File: src/rtl/popcount_thermo_serializer.sv
// popcount_thermo_serializer
//
// Purpose:
//   Turns a population count {in_cout, in_sum} back into an 8-bit word
//   holding exactly that many ones in thermometer order (bit 0 first).
//   The word goes out serially, one bit per clock, in d0..d7 order. At the
//   end of each frame the completed word is also presented in parallel.
//   Counts above WIDTH saturate to WIDTH and raise a one-cycle sat_err.
//   Because the serial stream carries exactly cnt ones, feeding it back into
//   an 8-input ones-counter returns the original (saturated) count.
//
// Ports:
//   clk        rising-edge clock
//   rst_n      asynchronous active-low reset
//   in_valid   a count is being offered
//   in_ready   block can accept a count (high only while IDLE)
//   in_sum     low CNT_W-1 bits of the count
//   in_cout    MSB of the count; count = {in_cout, in_sum}
//   ser_bit    serial thermometer bit
//   ser_valid  ser_bit is valid this cycle
//   ser_last   marks the final bit (index WIDTH-1) of a frame
//   par_word   completed thermometer word, held between frames
//   par_valid  one-cycle pulse: par_word was just updated
//   sat_err    one-cycle pulse with the first serial bit: count exceeded WIDTH
//
// Frame timing (accept on edge 0):
//   cycles 1..WIDTH : ser_valid=1, ser_bit = (idx < cnt)
//   cycle  WIDTH+1  : par_valid=1, par_word updated
//   cycle  WIDTH+2  : back in IDLE, in_ready=1

module popcount_thermo_serializer #(
  parameter int WIDTH = 8,
  parameter int CNT_W = 4
) (
  input  logic               clk,
  input  logic               rst_n,
  input  logic               in_valid,
  output logic               in_ready,
  input  logic [CNT_W-2:0]   in_sum,
  input  logic               in_cout,
  output logic               ser_bit,
  output logic               ser_valid,
  output logic               ser_last,
  output logic [WIDTH-1:0]   par_word,
  output logic               par_valid,
  output logic               sat_err
);

  typedef enum logic [1:0] {
    IDLE  = 2'd0,
    SHIFT = 2'd1,
    DONE  = 2'd2
  } state_t;

  localparam logic [CNT_W-1:0] MAX_CNT  = CNT_W'(WIDTH);
  localparam logic [CNT_W-1:0] LAST_IDX = CNT_W'(WIDTH - 1);

  state_t             state_q, state_d;
  logic [CNT_W-1:0]   idx_q, idx_d;
  logic [CNT_W-1:0]   cnt_q, cnt_d;
  logic               ser_bit_q, ser_bit_d;
  logic               ser_valid_q, ser_valid_d;
  logic               ser_last_q, ser_last_d;
  logic               par_valid_q, par_valid_d;
  logic               sat_err_q, sat_err_d;
  logic [WIDTH-1:0]   par_word_q, par_word_d;

  logic [CNT_W-1:0]   count_in;
  logic               count_over;
  logic [CNT_W-1:0]   count_sat;
  logic [CNT_W-1:0]   idx_inc;

  // Thermometer code: bit i set when i is below the count, so a count of
  // WIDTH sets every bit (same as (1 << c) - 1 without overflow concerns).
  function automatic logic [WIDTH-1:0] thermo(input logic [CNT_W-1:0] c);
    logic [WIDTH-1:0] t;
    t = '0;
    for (int i = 0; i < WIDTH; i++) begin
      t[i] = (CNT_W'(i) < c);
    end
    return t;
  endfunction

  // Incoming count with saturation applied before it is latched.
  always_comb begin
    count_in   = {in_cout, in_sum};
    count_over = (count_in > MAX_CNT);
    count_sat  = count_over ? MAX_CNT : count_in;
    idx_inc    = idx_q + CNT_W'(1);
  end

  // Next-state and registered-output computation. Output flops default to
  // their idle values so every pulse lasts exactly one cycle; par_word is
  // the only output that holds its value between frames.
  always_comb begin
    state_d     = state_q;
    idx_d       = idx_q;
    cnt_d       = cnt_q;
    ser_bit_d   = 1'b0;
    ser_valid_d = 1'b0;
    ser_last_d  = 1'b0;
    par_valid_d = 1'b0;
    sat_err_d   = 1'b0;
    par_word_d  = par_word_q;

    unique case (state_q)
      IDLE: begin
        if (in_valid) begin
          // The first serial bit is produced on the accept edge itself,
          // giving one cycle of latency to the first ser_valid.
          state_d     = SHIFT;
          idx_d       = '0;
          cnt_d       = count_sat;
          ser_valid_d = 1'b1;
          ser_bit_d   = (count_sat != '0);
          ser_last_d  = (LAST_IDX == '0);
          sat_err_d   = count_over;
        end
      end

      SHIFT: begin
        if (idx_q == LAST_IDX) begin
          state_d     = DONE;
          par_valid_d = 1'b1;
          par_word_d  = thermo(cnt_q);
        end else begin
          idx_d       = idx_inc;
          ser_valid_d = 1'b1;
          ser_bit_d   = (idx_inc < cnt_q);
          ser_last_d  = (idx_inc == LAST_IDX);
        end
      end

      DONE: begin
        state_d = IDLE;
        idx_d   = '0;
      end

      default: begin
        state_d = IDLE;
        idx_d   = '0;
      end
    endcase
  end

  // State and output registers; reset aborts any frame in progress and
  // clears the held parallel word.
  always_ff @(posedge clk or negedge rst_n) begin
    if (!rst_n) begin
      state_q     <= IDLE;
      idx_q       <= '0;
      cnt_q       <= '0;
      ser_bit_q   <= 1'b0;
      ser_valid_q <= 1'b0;
      ser_last_q  <= 1'b0;
      par_valid_q <= 1'b0;
      sat_err_q   <= 1'b0;
      par_word_q  <= '0;
    end else begin
      state_q     <= state_d;
      idx_q       <= idx_d;
      cnt_q       <= cnt_d;
      ser_bit_q   <= ser_bit_d;
      ser_valid_q <= ser_valid_d;
      ser_last_q  <= ser_last_d;
      par_valid_q <= par_valid_d;
      sat_err_q   <= sat_err_d;
      par_word_q  <= par_word_d;
    end
  end

  assign in_ready  = (state_q == IDLE);
  assign ser_bit   = ser_bit_q;
  assign ser_valid = ser_valid_q;
  assign ser_last  = ser_last_q;
  assign par_valid = par_valid_q;
  assign sat_err   = sat_err_q;
  assign par_word  = par_word_q;

endmodule
File: config.mk
export PLATFORM = sky130hd
export DESIGN_NAME = popcount_thermo_serializer
export DESIGN_NICKNAME = d
export VERILOG_FILES = /design/src/rtl/popcount_thermo_serializer.sv
export SDC_FILE = /design/constraint.sdc
export NUM_CORES = 1
export LEC_CHECK = 0
export ABC_AREA = 1
export ABC_CLOCK_PERIOD_IN_PS = 1500
export BUFFER_PORTS_ARGS = -buffer_cell sky130_fd_sc_hd__buf_2
export CORE_ASPECT_RATIO = 0.7
export CORE_MARGIN = 10
export CORE_UTILIZATION = 25
export CTS_CLUSTER_SIZE = 40
export DETAILED_ROUTE_END_ITERATION = 7
export PLACE_DENSITY = 0.43
export SKIP_LAST_GASP = 1
export SLEW_MARGIN = 10
export SYNTH_ARGS = -nofsm -noshare
export SYNTH_HDL_FRONTEND = slang
export SYNTH_SLANG_ARGS = --single-unit
File: constraint.sdc
create_clock -name clk -period 1.5 [get_ports clk]
set_clock_uncertainty 0.05 [all_clocks]
set_input_delay 0.15 -clock clk [delete_from_list [all_inputs] [get_ports clk]]
set_output_delay 0.15 -clock clk [all_outputs]
set_load 0.005 [all_outputs]
; ---- Word-level counts from Yosys, hierarchy flattened
; Index checks and enable logic that the tools add are counted.
[totals]
inputBits = 7
out_inout_bits = 14
ff_bits = 23
[op_classes]
reduce_logical = 6
eq_ne = 6
mux = 19
n_lt_le_gt_ge = 10
n_addsub = 1
[ops]
columns = op, count
row1 = 3-bit by 4-bit less-than comparator with 1-bit output (first input constant), 4
row2 = 4-bit 2-to-1 mux, 3
row3 = 1-bit 2-to-1 mux, 10
row4 = 4-bit by 3-bit == test with 1-bit output (second input constant), 2
row5 = 1-bit by 4-bit less-than comparator with 1-bit output (first input constant), 2
row6 = 2-bit by 4-bit less-than comparator with 1-bit output (first input constant), 2
row7 = 4-bit case mux with 2 select lines, 1
row8 = 2-bit AND reduction, 4
row9 = 2-bit != test (second input constant), 3
row10 = 4-bit by 1-bit adder with 4-bit output (second input constant), 1
row11 = 4-bit greater-than comparator (second input constant), 1
row12 = 4-bit less-than comparator, 1
row13 = 2-bit 2-to-1 mux, 2
row14 = 1-bit case mux with 2 select lines, 2
row15 = 2-bit case mux with 2 select lines, 1
row16 = 4-bit nonzero test, 1
row17 = 2-bit by 1-bit == test with 1-bit output (second input constant), 1
row18 = 2-bit zero test, 1

; ---- Longest topological paths before layout
[depth]
depth_word = 5
mapped_depth = 11
ltp_nobuf = 11

; ---- Least setup slack after synthesis
; OpenSTA, ideal clock, no wires.
[synth_timing]
path_type = register -> register
startpoint = reg idx_q[0]
endpoint = reg ser_bit_q, in the netlist ser_bit
required_ns = 1.334
setup_time_ns = 0.116
n_path_buf = 0
arrival_ns = 1.293
stages_incl_launch_ff = 12
period_less_slack_ns = 1.460
slack_ns = 0.040
path_cell_list = dfrtp_1 > ha_1 > inv_1 > nand2_1 > nand2_1 > inv_1 > ha_1 > nand2_1 > inv_1 > nand2_1 > nand2_1 > nand2_1
[synth_via]
elab_chain_cells = 4
elab_cells_between_ends = 5
[synth_lines]
columns = item, line_no
row1 = from (decl), 59  ; logic [CNT_W-1:0] idx_q, idx_d;
row2 = from (signal assigned), 161  ; idx_q <= idx_d;
row3 = 4-bit by 1-bit adder with 4-bit output, 89  ; idx_inc = idx_q + CNT_W'(1);
row4 = 4-bit less-than comparator, 129  ; ser_bit_d = (idx_inc < cnt_q);
row5 = 1-bit 2-to-1 mux *, 122  ; if (idx_q == LAST_IDX) begin
row6 = 1-bit case mux with 2 select lines *, 106  ; unique case (state_q)
row7 = via ser_bit_d, 61  ; logic ser_bit_q, ser_bit_d;
row8 = to (signal assigned), 163  ; ser_bit_q <= ser_bit_d;
row9 = to (decl), 61
; The timed path passes the listed nets; every way through them passes the cells marked *.
; A chain may end at the register's enable or synchronous reset.

; ---- Final worst setup path
; Same ends and word-level chain as after synthesis.

==> out/metrics.cfg <==
[power]
clockPowerShare = 0.130
power_switching_mw = 1.22
p_sw_frac = 0.410
power_density_nw_per_um2 = 2040
power_frac_seq = 0.362
leakage_nw = 0.779
p_int_mw = 1.76
power_frac_comb = 0.508
worst_ir_drop_vdd_mv = 0.599

[run_status]
outcome = finished clean

[run]
cap_violations = 0

[cts]
path_clk_slew_ps = 80
worstSkewPairLatency_ps = 270
htreeDepth = 1
cts_tree = built
cts_buffer_depth = 2
cts_sinks = 23
cts-root-buf = clkbuf_8
cts_buffers = 3

[place]
gp_congestion = 0.761
place_area_um2 = 1290
portBuffers = 20
place_hpwl_um = 1970

[floorplanning]
die_area_um2 = 7490
core_area_um2 = 4280
initial_utilization = 0.257
io_pins = 21
die_height_um = 75.5
row_count = 20
die_w_um = 99.2

[detailed_routing]
avgRoutedWirePerCell_um = 11.9
drc = 0
routed_via_density = 4.15
drt_first_pass_iters = 4
initialDrtViolationCount = 41
drtAntennaViolNets = 0
wl_um = 2670
vias = 929

[grt]
antenna_found_initial = 0
grt_max_degree = 24
grt_usage = 0.0686
grt_pass1_vias = 829
grt_pass1_wl_um = 4080
overflow = 0

[layout]
antennaDiodeCount = 0
fillCellCount = 462
drive_above_1_share = 0.331
syn_to_final_growth_pct = 32.7
post-route-util = 0.341
final_cell_area_um2 = 1460
nets = 182

[synth]
synth_top_area_frac = 0.524
avgSynthCellArea_um2 = 8.08
netlist_area_um2 = 1100
syn_nets = 148
synth-seq-cells = 23
yosysTopAreaCell = dfrtp_1
ys_seq_area_frac = 0.524
synth_area_leaders = dfrtp_1 (52%), nand2_1 (18%), inv_1 (6.5%)
netlist_instances = 136
yosysWarnings = 0
yosys.cell_types.count = 15

[setup_path]
critPathMaxFanout = 3
regToRegStartpoint = idx_q[0]
path_class = flip-flop to flip-flop
crit_arrival_ps = 1570
end_kind = flip-flop
critPathLaunchType = flip-flop
crit_required_ps = 1610
startpoint = idx_q[0]

[sta]
drv_slew = 0
holdWs_ps = 87.7
setup_violations = 0
setup_tns_ps = 0
period_minus_slack_ps = 1460
finalCritPeriodShare = 0.972
slew_headroom = 0.648
finalHoldViolations = 0
worst_slew_pin_slew_ps = 528
fmax_ghz = 0.686
rsz0062_at_grt = true

[worst_hold_path]
hold_start = in_cout
min_path_type = input port to flip-flop

worst paths after layout:
kind | to | slack (ps) | cells past startpoint
setup / recovery | ser_bit | 40 | 11
min in group asynchronous | state_q[0] | 340 | 2
max in group asynchronous | idx_q[0] | 680 | 2
hold / removal | cnt_q[3] | 90 | 3
hold reg to reg | par_word[3] | 440 | 2
setup reg to reg | ser_bit | 40 | 11
sequential cells by signal, indices dropped and copies added, names as in the netlist:
name       flops
par_word       8
cnt_q          4
idx_q          4
state_q        2
par_valid      1
sat_err        1
ser_bit        1
ser_last       1
ser_valid      1
final cells by class:
class,instances,area [um^2],area share
Sequential cell,23,578,0.397
Multi-Input combinational cell,91,488,0.335
Timing Repair Buffer,30,198,0.136
Inverter,21,78.8,0.0541
Tap cell,55,68.8,0.0472
Clock buffer,3,41.3,0.0283
Clock inverter,1,5.00,0.00343
logic make-up (layout without fill, tap and decap cells):
kind of cell    Yosys count  after routing  synth area share
fa+ha+maj                 5              5            0.0569
buf+inv                  22             55            0.0820
flops                    23             23             0.524
simple gates             76             76             0.278
compound gates           10             10            0.0592
power by group through the flow:
stage	registers [mW]	logic, mW	clock network, mW
floorplan	1.06	0.790	0
global placement	1.06	1.23	0
detailed placement	1.07	1.25	0
CTS	1.05	1.30	0.410
global route	1.11	1.74	0.429
finish	1.08	1.51	0.386
repair_timing:
item | in CTS | in global routing
pin swaps | 0 | 4
endpoints found under the hold margin | 23 | 0
resized for setup | 1 | 17
endpoints found under the setup margin | 1 | 1
hold buffers | 1 | 0
setup buffers | 2 | 4
synthesized netlist by cell type:
library cell and n:
nand2_1 54, dfrtp_1 23, inv_1 19, nor2_1 10, nand3_1 7, ha_1 5
o21ai_0 5, o21ai_2 4, inv_2 2, nand4_1 2, a21oi_1 1, buf_6 1
nand2_2 1, nor2_2 1, nor3_1 1
placed cells by master, fill, tap and decap left out, types with 5 or more instances in the layout:
cell,instances
buf_2,20
inv_2,6
o21ai_0,5
dfrtp_1,21
inv_1,15
nor2_1,10
buf_4,6
nand2_1,49
nand3_1,6
nand2_2,6
metrics by stage:
| step | power [mW] | worst slack [ps] | std cells |
|---|---|---|---|
| detailed placement | 2.32 | -43.0 | 213 |
| global route | 3.28 | -45.5 | 224 |
| global placement | 2.29 | 3.78 | 213 |
| floorplan | 1.85 | 40.2 | 136 |
| finish | 2.98 | 42.5 | 224 |
| CTS | 2.76 | 18.3 | 220 |
routing by layer:
layer | GRT usage | part of all wire
met5 | 0 | 0
met4 | 0.0380 | 0.018
met3 | 0.0217 | 0.059
met2 | 0.0929 | 0.39
met1 | 0.0932 | 0.53
worst max-delay path: stages (launching register included):
cell and delay [ps]:
dfrtp_2 450, ha_4 180, inv_2 50, nand2_2 40
nand2_2 60, inv_2 50, ha_4 250, nand2_2 50
inv_2 40, nand2_1 40, nand2_1 60, nand2_1 50
No activity file was read; power rests on OpenSTA's default activity.
